$ cat src/rtl/lock_pkg.sv
// Shared definitions for the code lock: FSM state encoding and digit-counter width helper.
package lock_pkg;

  typedef enum logic [2:0] {
    ST_ENTRY   = 3'd0,
    ST_CHECK   = 3'd1,
    ST_OPEN    = 3'd2,
    ST_PROG    = 3'd3,
    ST_LOCKOUT = 3'd4
  } lock_state_e;

  // Width needed to count 0..digits inclusive.
  function automatic int unsigned cnt_width(input int unsigned digits);
    return $clog2(digits + 1);
  endfunction

endpackage

$ cat src/rtl/lock_timer.sv
// Lockout down-counter: load arms it, run counts down, done flags the final lockout cycle.
module lock_timer #(
  parameter int unsigned CYCLES = 1024
) (
  input  logic clk,
  input  logic rst,
  input  logic load,
  input  logic run,
  output logic done
);

  localparam int unsigned W = $clog2(CYCLES);

  logic [W-1:0] cnt_q, cnt_d;

  always_comb begin
    cnt_d = cnt_q;
    if (load) begin
      cnt_d = W'(CYCLES - 1);
    end else if (run && (cnt_q != '0)) begin
      cnt_d = cnt_q - W'(1);
    end
  end

  always_ff @(posedge clk or negedge rst) begin
    if (!rst) begin
      cnt_q <= '0;
    end else begin
      cnt_q <= cnt_d;
    end
  end

  assign done = run && (cnt_q == '0);

endmodule

$ cat src/rtl/code_lock_fsm.sv
// Keypad code lock: digit entry, compare, open/relock, code programming and timed lockout.
module code_lock_fsm
  import lock_pkg::*;
#(
  parameter int unsigned DIGITS      = 4,
  parameter int unsigned DW          = 4,
  parameter int unsigned MAX_DIGIT   = 9,
  parameter int unsigned MAX_TRIES   = 3,
  parameter int unsigned LOCK_CYCLES = 1024,
  parameter logic [DIGITS*DW-1:0] DEFAULT_CODE = 16'h1234
) (
  input  logic                            clk,
  input  logic                            rst,
  input  logic                            clr,
  input  logic                            ent,
  input  logic                            change,
  input  logic [DW-1:0]                   sw,
  output logic                            unlocked,
  output logic                            prog_mode,
  output logic                            locked_out,
  output logic                            err,
  output logic                            bad_digit,
  output logic [cnt_width(DIGITS)-1:0]    digit_cnt,
  output logic [DIGITS*DW-1:0]            entry_buf,
  output logic [3:0]                      tries_left
);

  localparam int unsigned CW = cnt_width(DIGITS);
  localparam int unsigned BW = DIGITS * DW;

  lock_state_e   state_q, state_d;
  logic [BW-1:0] code_q, code_d;
  logic [BW-1:0] buf_q, buf_d;
  logic [CW-1:0] cnt_q, cnt_d;
  logic [3:0]    tries_q, tries_d;
  logic          err_q, err_d;
  logic          bad_q, bad_d;
  logic          unlocked_q, unlocked_d;
  logic          prog_q, prog_d;
  logic          locked_q, locked_d;

  logic          legal;
  logic [BW-1:0] ins_buf;
  logic          timer_load;
  logic          timer_run;
  logic          timer_done;

  assign legal     = 32'(sw) <= MAX_DIGIT;
  assign timer_run = (state_q == ST_LOCKOUT);

  // Buffer with sw placed at the current digit position (digit 0 in the MSBs).
  always_comb begin
    ins_buf = buf_q;
    for (int unsigned i = 0; i < DIGITS; i++) begin
      if (cnt_q == CW'(i)) begin
        ins_buf[(DIGITS-1-i)*DW +: DW] = sw;
      end
    end
  end

  always_comb begin
    state_d    = state_q;
    code_d     = code_q;
    buf_d      = buf_q;
    cnt_d      = cnt_q;
    tries_d    = tries_q;
    err_d      = err_q;
    bad_d      = 1'b0;
    timer_load = 1'b0;

    unique case (state_q)
      ST_ENTRY: begin
        if (clr) begin
          buf_d = '0;
          cnt_d = '0;
          err_d = 1'b0;
        end else if (cnt_q == CW'(DIGITS)) begin
          state_d = ST_CHECK;
        end else if (ent) begin
          if (legal) begin
            buf_d = ins_buf;
            cnt_d = cnt_q + CW'(1);
            err_d = 1'b0;
          end else begin
            bad_d = 1'b1;
          end
        end
      end

      ST_CHECK: begin
        buf_d = '0;
        cnt_d = '0;
        if (buf_q == code_q) begin
          state_d = ST_OPEN;
          tries_d = 4'(MAX_TRIES);
          err_d   = 1'b0;
        end else begin
          err_d   = 1'b1;
          tries_d = tries_q - 4'd1;
          if (tries_q <= 4'd1) begin
            state_d    = ST_LOCKOUT;
            timer_load = 1'b1;
          end else begin
            state_d = ST_ENTRY;
          end
        end
      end

      ST_OPEN: begin
        if (clr) begin
          state_d = ST_ENTRY;
        end else if (change) begin
          state_d = ST_PROG;
          buf_d   = '0;
          cnt_d   = '0;
        end
      end

      ST_PROG: begin
        if (clr) begin
          state_d = ST_OPEN;
          buf_d   = '0;
          cnt_d   = '0;
        end else if (ent) begin
          if (!legal) begin
            bad_d = 1'b1;
          end else if (cnt_q == CW'(DIGITS - 1)) begin
            // The final digit goes straight into the code register alongside the earlier ones.
            code_d  = ins_buf;
            state_d = ST_OPEN;
            buf_d   = '0;
            cnt_d   = '0;
          end else begin
            buf_d = ins_buf;
            cnt_d = cnt_q + CW'(1);
          end
        end
      end

      ST_LOCKOUT: begin
        if (timer_done) begin
          state_d = ST_ENTRY;
          tries_d = 4'(MAX_TRIES);
          err_d   = 1'b0;
        end
      end

      default: begin
        state_d = ST_ENTRY;
        buf_d   = '0;
        cnt_d   = '0;
      end
    endcase

    unlocked_d = (state_d == ST_OPEN) || (state_d == ST_PROG);
    prog_d     = (state_d == ST_PROG);
    locked_d   = (state_d == ST_LOCKOUT);
  end

  always_ff @(posedge clk or negedge rst) begin
    if (!rst) begin
      state_q    <= ST_ENTRY;
      code_q     <= DEFAULT_CODE;
      buf_q      <= '0;
      cnt_q      <= '0;
      tries_q    <= 4'(MAX_TRIES);
      err_q      <= 1'b0;
      bad_q      <= 1'b0;
      unlocked_q <= 1'b0;
      prog_q     <= 1'b0;
      locked_q   <= 1'b0;
    end else begin
      state_q    <= state_d;
      code_q     <= code_d;
      buf_q      <= buf_d;
      cnt_q      <= cnt_d;
      tries_q    <= tries_d;
      err_q      <= err_d;
      bad_q      <= bad_d;
      unlocked_q <= unlocked_d;
      prog_q     <= prog_d;
      locked_q   <= locked_d;
    end
  end

  lock_timer #(
    .CYCLES (LOCK_CYCLES)
  ) u_timer (
    .clk  (clk),
    .rst  (rst),
    .load (timer_load),
    .run  (timer_run),
    .done (timer_done)
  );

  assign unlocked   = unlocked_q;
  assign prog_mode  = prog_q;
  assign locked_out = locked_q;
  assign err        = err_q;
  assign bad_digit  = bad_q;
  assign digit_cnt  = cnt_q;
  assign entry_buf  = buf_q;
  assign tries_left = tries_q;

endmodule

$ cat config.mk
export PLATFORM = sky130hd
export DESIGN_NAME = code_lock_fsm
export DESIGN_NICKNAME = d
export VERILOG_FILES = /design/src/rtl/lock_pkg.sv /design/src/rtl/lock_timer.sv /design/src/rtl/code_lock_fsm.sv
export SDC_FILE = /design/constraint.sdc
export NUM_CORES = 1
export LEC_CHECK = 0
export ABC_AREA = 1
export CORE_MARGIN = 2
export CORE_UTILIZATION = 55
export CTS_CLUSTER_DIAMETER = 80
export DETAILED_ROUTE_END_ITERATION = 7
export DONT_BUFFER_PORTS = 1
export HOLD_SLACK_MARGIN = 0.1
export PLACE_DENSITY = 0.78
export SLEW_MARGIN = 20
export SYNTH_ARGS = -nofsm -noshare
export SYNTH_HDL_FRONTEND = slang
export SYNTH_HIERARCHICAL = 1
export SYNTH_SLANG_ARGS = --single-unit
export TNS_END_PERCENT = 50
$ cat constraint.sdc
create_clock -name clk -period 3.9 [get_ports clk]
set_input_delay 0.585 -clock clk [delete_from_list [all_inputs] [get_ports clk]]
set_output_delay 0.585 -clock clk [all_outputs]
set_load 0.02 [all_outputs]
==> run_summary.xml <==
<?xml version="1.0" encoding="UTF-8"?>
<metrics>
  <group name="sta">
    <metric name="setup-tns-final" unit="ps">0</metric>
    <metric name="report.final.hold_viol_count" unit="">0</metric>
    <metric name="worst_slew_margin_rel" unit="%">60.4</metric>
    <metric name="rsz0062_at_grt" unit="">false</metric>
    <metric name="fin_ws" unit="ps">1510</metric>
    <metric name="timing.final.crit_period" unit="ps">2390</metric>
    <metric name="max_freq" unit="MHz">419</metric>
    <metric name="tightestPinTransition" unit="ps">590</metric>
    <metric name="finalSetupViolCount" unit="">0</metric>
    <metric name="slew_violations" unit="">0</metric>
    <metric name="fin_worst_skew" unit="ps">11.4</metric>
    <metric name="final.period_utilization" unit="%">61.2</metric>
  </group>
  <group name="floorplanning">
    <metric name="chipWidth" unit="microns">82.7</metric>
    <metric name="design.die.area" unit="sq um">6850</metric>
    <metric name="core_box_area" unit="sq um">5960</metric>
    <metric name="pin_count" unit="">37</metric>
    <metric name="starting_density_of_the_core" unit="%">57.2</metric>
    <metric name="placement_rows" unit="">28</metric>
    <metric name="die_h" unit="microns">82.7</metric>
  </group>
  <group name="outcome">
    <metric name="outcome" unit="">completed</metric>
  </group>
  <group name="route">
    <metric name="drt-initial-drc-count" unit="">199</metric>
    <metric name="totalWireLength" unit="microns">7580</metric>
    <metric name="drt_pre_antenna_iters" unit="">5</metric>
    <metric name="avgRoutedWirePerCell" unit="microns">13.6</metric>
    <metric name="route.vias.total" unit="">2904</metric>
    <metric name="drcViolationCount" unit="">0</metric>
    <metric name="antenna_violating_nets_post_route" unit="">0</metric>
    <metric name="via_cell_ratio" unit="">5.20</metric>
  </group>
  <group name="worst_hold_path">
    <metric name="whs_path_depth" unit="">2</metric>
    <metric name="hold_class" unit="">in2reg</metric>
    <metric name="worstHoldStart" unit="">ent</metric>
    <metric name="hold_end" unit="">bad_digit$_DFF_PN0_</metric>
  </group>
  <group name="synth">
    <metric name="simple_logic_cell_fraction_of_the_synthesized_area" unit="%">34.2</metric>
    <metric name="synth_compound_gate_area_share" unit="%">10.4</metric>
    <metric name="synth.avg_cell_area" unit="sq um">7.18</metric>
    <metric name="synthesis.nets" unit="">493</metric>
    <metric name="yosys.area_share.adder" unit="%">3.30</metric>
    <metric name="ys_seq_area_share" unit="%">42.1</metric>
    <metric name="synth_cells" unit="">475</metric>
    <metric name="yosys_register_bits" unit="">57</metric>
    <metric name="netlist.area_leader.share" unit="%">36.7</metric>
    <metric name="synth.largest_area_cell" unit="">sky130_fd_sc_hd__dfrtp_1</metric>
    <metric name="yosys-top-cells-area" unit="">sky130_fd_sc_hd__dfrtp_1 37%, sky130_fd_sc_hd__nand2_1 19%, sky130_fd_sc_hd__inv_1 7.2%</metric>
    <metric name="synth_edf_count" unit="">0</metric>
    <metric name="synthXorXnorAreaFrac" unit="%">0.257</metric>
    <metric name="synth.most_common_cell" unit="">sky130_fd_sc_hd__nand2_1</metric>
    <metric name="synth_warnings" unit="">6</metric>
    <metric name="most_used_standard_cells_in_the_synthesized_netlist" unit="">171 x sky130_fd_sc_hd__nand2_1, 65 x sky130_fd_sc_hd__inv_1, 50 x sky130_fd_sc_hd__dfrtp_1</metric>
    <metric name="synth-async-reset-ratio" unit="%">100</metric>
    <metric name="post_synth_mux_area_share" unit="%">0</metric>
    <metric name="syn-cell-area" unit="sq um">3410</metric>
    <metric name="ys_dominant_reg_cell" unit="">sky130_fd_sc_hd__dfrtp_1</metric>
    <metric name="yosysUniqueCellTypes" unit="">34</metric>
    <metric name="largest_family_of_logic_cells_by_synthesized_area" unit="">simple AND/OR/NAND/NOR gates</metric>
  </group>
  <group name="power">
    <metric name="power.ir.vdd_worst" unit="mV">0.457</metric>
    <metric name="leakagePower" unit="nW">1.87</metric>
    <metric name="pwr-share-clk" unit="%">24.2</metric>
    <metric name="pwr_density_cell" unit="nW/um^2">714</metric>
    <metric name="p_sw_share" unit="%">44.3</metric>
    <metric name="internal_power" unit="mW">1.48</metric>
    <metric name="power.combinational.fraction" unit="%">37.6</metric>
    <metric name="power.sequential.fraction" unit="%">38.2</metric>
    <metric name="netSwitchingPower" unit="mW">1.17</metric>
  </group>
  <group name="global_route">
    <metric name="via_count_of_the_first_global_routing_pass" unit="">2836</metric>
    <metric name="groute.layer.met2.usage" unit="%">43.0</metric>
    <metric name="use_met3" unit="%">9.02</metric>
    <metric name="globalRouteMet1Util" unit="%">29.6</metric>
    <metric name="grt_antenna_before_repair" unit="">0</metric>
    <metric name="grt_overflow_total" unit="">0</metric>
    <metric name="grt_max_degree" unit="">58</metric>
    <metric name="grt_busiest_layer" unit="">met2</metric>
    <metric name="groute.usage.overall" unit="%">25.3</metric>
    <metric name="first_pass_grt_wire_length" unit="microns">12900</metric>
  </group>
  <group name="clocking">
    <metric name="clk_pin_slew_worst_paths" unit="ps">70</metric>
    <metric name="cts_tree" unit="">yes</metric>
    <metric name="tritoncts_buffer_count" unit="">9</metric>
    <metric name="cts.repair_timing.setup_buffer_count" unit="">0</metric>
    <metric name="cts-resized-gates" unit="">0</metric>
    <metric name="clk_latency" unit="ps">350</metric>
    <metric name="cts.path.max_buffers" unit="">2</metric>
    <metric name="clock_sink_count" unit="">57</metric>
    <metric name="cts.root.buffer_cell" unit="">sky130_fd_sc_hd__clkbuf_8</metric>
    <metric name="cts.htree.levels" unit="">3</metric>
  </group>
  <group name="critical_path">
    <metric name="crit_path_start_kind" unit="">register</metric>
    <metric name="critical_path.reg2reg.startpoint" unit="">digit_cnt[0]$_DFFE_PN0P_</metric>
    <metric name="worst_r2r_path_depth" unit="">6</metric>
    <metric name="critical_path_class" unit="">reg2reg</metric>
    <metric name="worstPathArrival" unit="ps">2630</metric>
    <metric name="crit_path_max_fanout" unit="">32</metric>
    <metric name="setup.worst_path.end_class" unit="">register</metric>
    <metric name="critPathRequiredTime" unit="ps">4150</metric>
    <metric name="reg2reg_to" unit="">code_q[10]$_DFFE_PN0P_</metric>
    <metric name="reg2reg_slack" unit="ps">1510</metric>
  </group>
  <group name="placement">
    <metric name="place.gp.congestion" unit="">0.841</metric>
    <metric name="io_buffers" unit="">0</metric>
    <metric name="pre_cts_slack" unit="ps">1540</metric>
    <metric name="dp.final_hpwl" unit="microns">5230</metric>
  </group>
  <group name="layout">
    <metric name="final_net_count" unit="">496</metric>
    <metric name="area_growth_syn_to_layout" unit="%">8.70</metric>
    <metric name="antenna-diode-count" unit="">0</metric>
    <metric name="number_of_inserted_filler_cells_in_the_final_layout" unit="">542</metric>
    <metric name="layout-drive-gt1-share" unit="%">9.32</metric>
  </group>
  <group name="run">
    <metric name="maxCapViolations" unit="">0</metric>
  </group>
</metrics>
==> worst max-delay path, cell delays in order, from the launching register on <==
cell and delay (ps):
sky130_fd_sc_hd__dfrtp_1 520, sky130_fd_sc_hd__ha_1 230, sky130_fd_sc_hd__ha_1 400, sky130_fd_sc_hd__inv_1 80, sky130_fd_sc_hd__nor2_1 170, sky130_fd_sc_hd__nand3_2 480
sky130_fd_sc_hd__o21ai_0 390
==> sequential cells by signal (all words and copies together) (netlist names), 3 cells and up <==
signal and cells:
digit_cnt 3, state_q 3, entry_buf 16, tries_left 4, u_timer/cnt_q 10, code_q 16
==> power groups by stage <==
stage	Clock, mW	Sequential [mW]	Combinational (mW)
floorplan	0	0.976	0.807
global placement	0	1.02	0.934
detailed placement	0	1.02	0.973
CTS	0.654	1.01	0.996
global route	0.682	1.04	1.15
finish	0.640	1.01	0.994
==> per-layer routing <==
metal	routed length, microns	up-vias
met1	3150	1325
li1	-	1490
met4	121	0
met3	523	12
met2	3790	77
met5	0	-
==> how the worst max path moves through the flow <==
| stage | from | endpoint | slack [ps] | cells after the start |
|---|---|---|---|---|
| finish | digit_cnt[0]$_DFFE_PN0P_ | code_q[10]$_DFFE_PN0P_ | 1510 | 6 |
| CTS | digit_cnt[0]$_DFFE_PN0P_ | code_q[10]$_DFFE_PN0P_ | 1500 | 6 |
| global placement | digit_cnt[0]$_DFFE_PN0P_ | code_q[2]$_DFFE_PN1P_ | 1580 | 6 |
| detailed placement | digit_cnt[1]$_DFFE_PN0P_ | code_q[10]$_DFFE_PN0P_ | 1540 | 6 |
| global route | entry_buf[9]$_DFFE_PN0P_ | u_timer/cnt_q[3]$_DFFE_PN0P_ | 1270 | 13 |
| floorplan | entry_buf[10]$_DFFE_PN0P_ | u_timer/cnt_q[1]$_DFFE_PN0P_ | 2020 | 13 |
==> per-stage QoR <==
stage          area [sq um]  total power [mW]  hold WS [ps]  utilization (%)  cells
2_1_floorplan          3410              1.78           289                -    475
3_3_place_gp           3440              1.95           291             57.8    540
3_5_place_dp           3440              1.99           291             57.8    540
4_1_cts                3710              2.66           391             62.2    558
5_1_grt                3710              2.87           403             62.2    558
6_report               3710              2.65           408             62.2    558
==> what timing repair did <==
action,CTS,global route
setup endpoints to repair,0,0
endpoints found under the hold margin,57,0
hold buffers,2,0
==> logic make-up after synthesis <==
kind of cell	count (synthesis)
compound gates	66
xor+xnor	1
fa+ha+maj	9
buf+inv	81
flops	57
simple gates	261
==> final cells by class <==
class                      count  area [sq um]  area share [%]
multi-input combinational    337          1640            44.3
clock buffer                  11           151            4.09
clock inverter                 5          77.6            2.09
sequential                    57          1440            38.7
tap                           75          93.8            2.53
timing repair buffer           2          37.5            1.01
inverter                      71           269            7.26
==> cell usage in the layout (no fill, tap or decap) <==
cell type                       Yosys  layout
sky130_fd_sc_hd__o21ai_1            8       8
sky130_fd_sc_hd__nand2_4            1       1
sky130_fd_sc_hd__nand2_8            2       2
sky130_fd_sc_hd__nand3_1           30      30
sky130_fd_sc_hd__clkinvlp_4         0       1
sky130_fd_sc_hd__nand3_4            1       1
sky130_fd_sc_hd__o211ai_1           1       1
sky130_fd_sc_hd__o21ai_0           41      41
sky130_fd_sc_hd__buf_16             0       1
sky130_fd_sc_hd__dlygate4sd3_1      0       1
sky130_fd_sc_hd__xor2_1             1       1
sky130_fd_sc_hd__o21ai_4            1       1
sky130_fd_sc_hd__nor2_1            31      31
sky130_fd_sc_hd__nand3_2            1       1
sky130_fd_sc_hd__clkinv_2           0       2
sky130_fd_sc_hd__inv_1             65      65
sky130_fd_sc_hd__dfstp_2            7       7
sky130_fd_sc_hd__nand3b_1          11      11
sky130_fd_sc_hd__bufinv_16          0       2
sky130_fd_sc_hd__nand2_1          171     171
sky130_fd_sc_hd__nor2_2             2       2
sky130_fd_sc_hd__or2_2              2       2
sky130_fd_sc_hd__nand4_1            4       4
sky130_fd_sc_hd__dfrtp_1           50      50
sky130_fd_sc_hd__inv_4              1       1
sky130_fd_sc_hd__o22ai_1            1       1
sky130_fd_sc_hd__o211a_1            1       1
sky130_fd_sc_hd__nor2_4             3       3
sky130_fd_sc_hd__ha_1               9       9
sky130_fd_sc_hd__clkinv_1           1       1
sky130_fd_sc_hd__nand2_2            2       2
sky130_fd_sc_hd__clkbuf_8           0      11
sky130_fd_sc_hd__o21ai_2            1       1
sky130_fd_sc_hd__a21oi_1           12      12
sky130_fd_sc_hd__inv_2              4       4
Power figures use the tool's default switching activity.
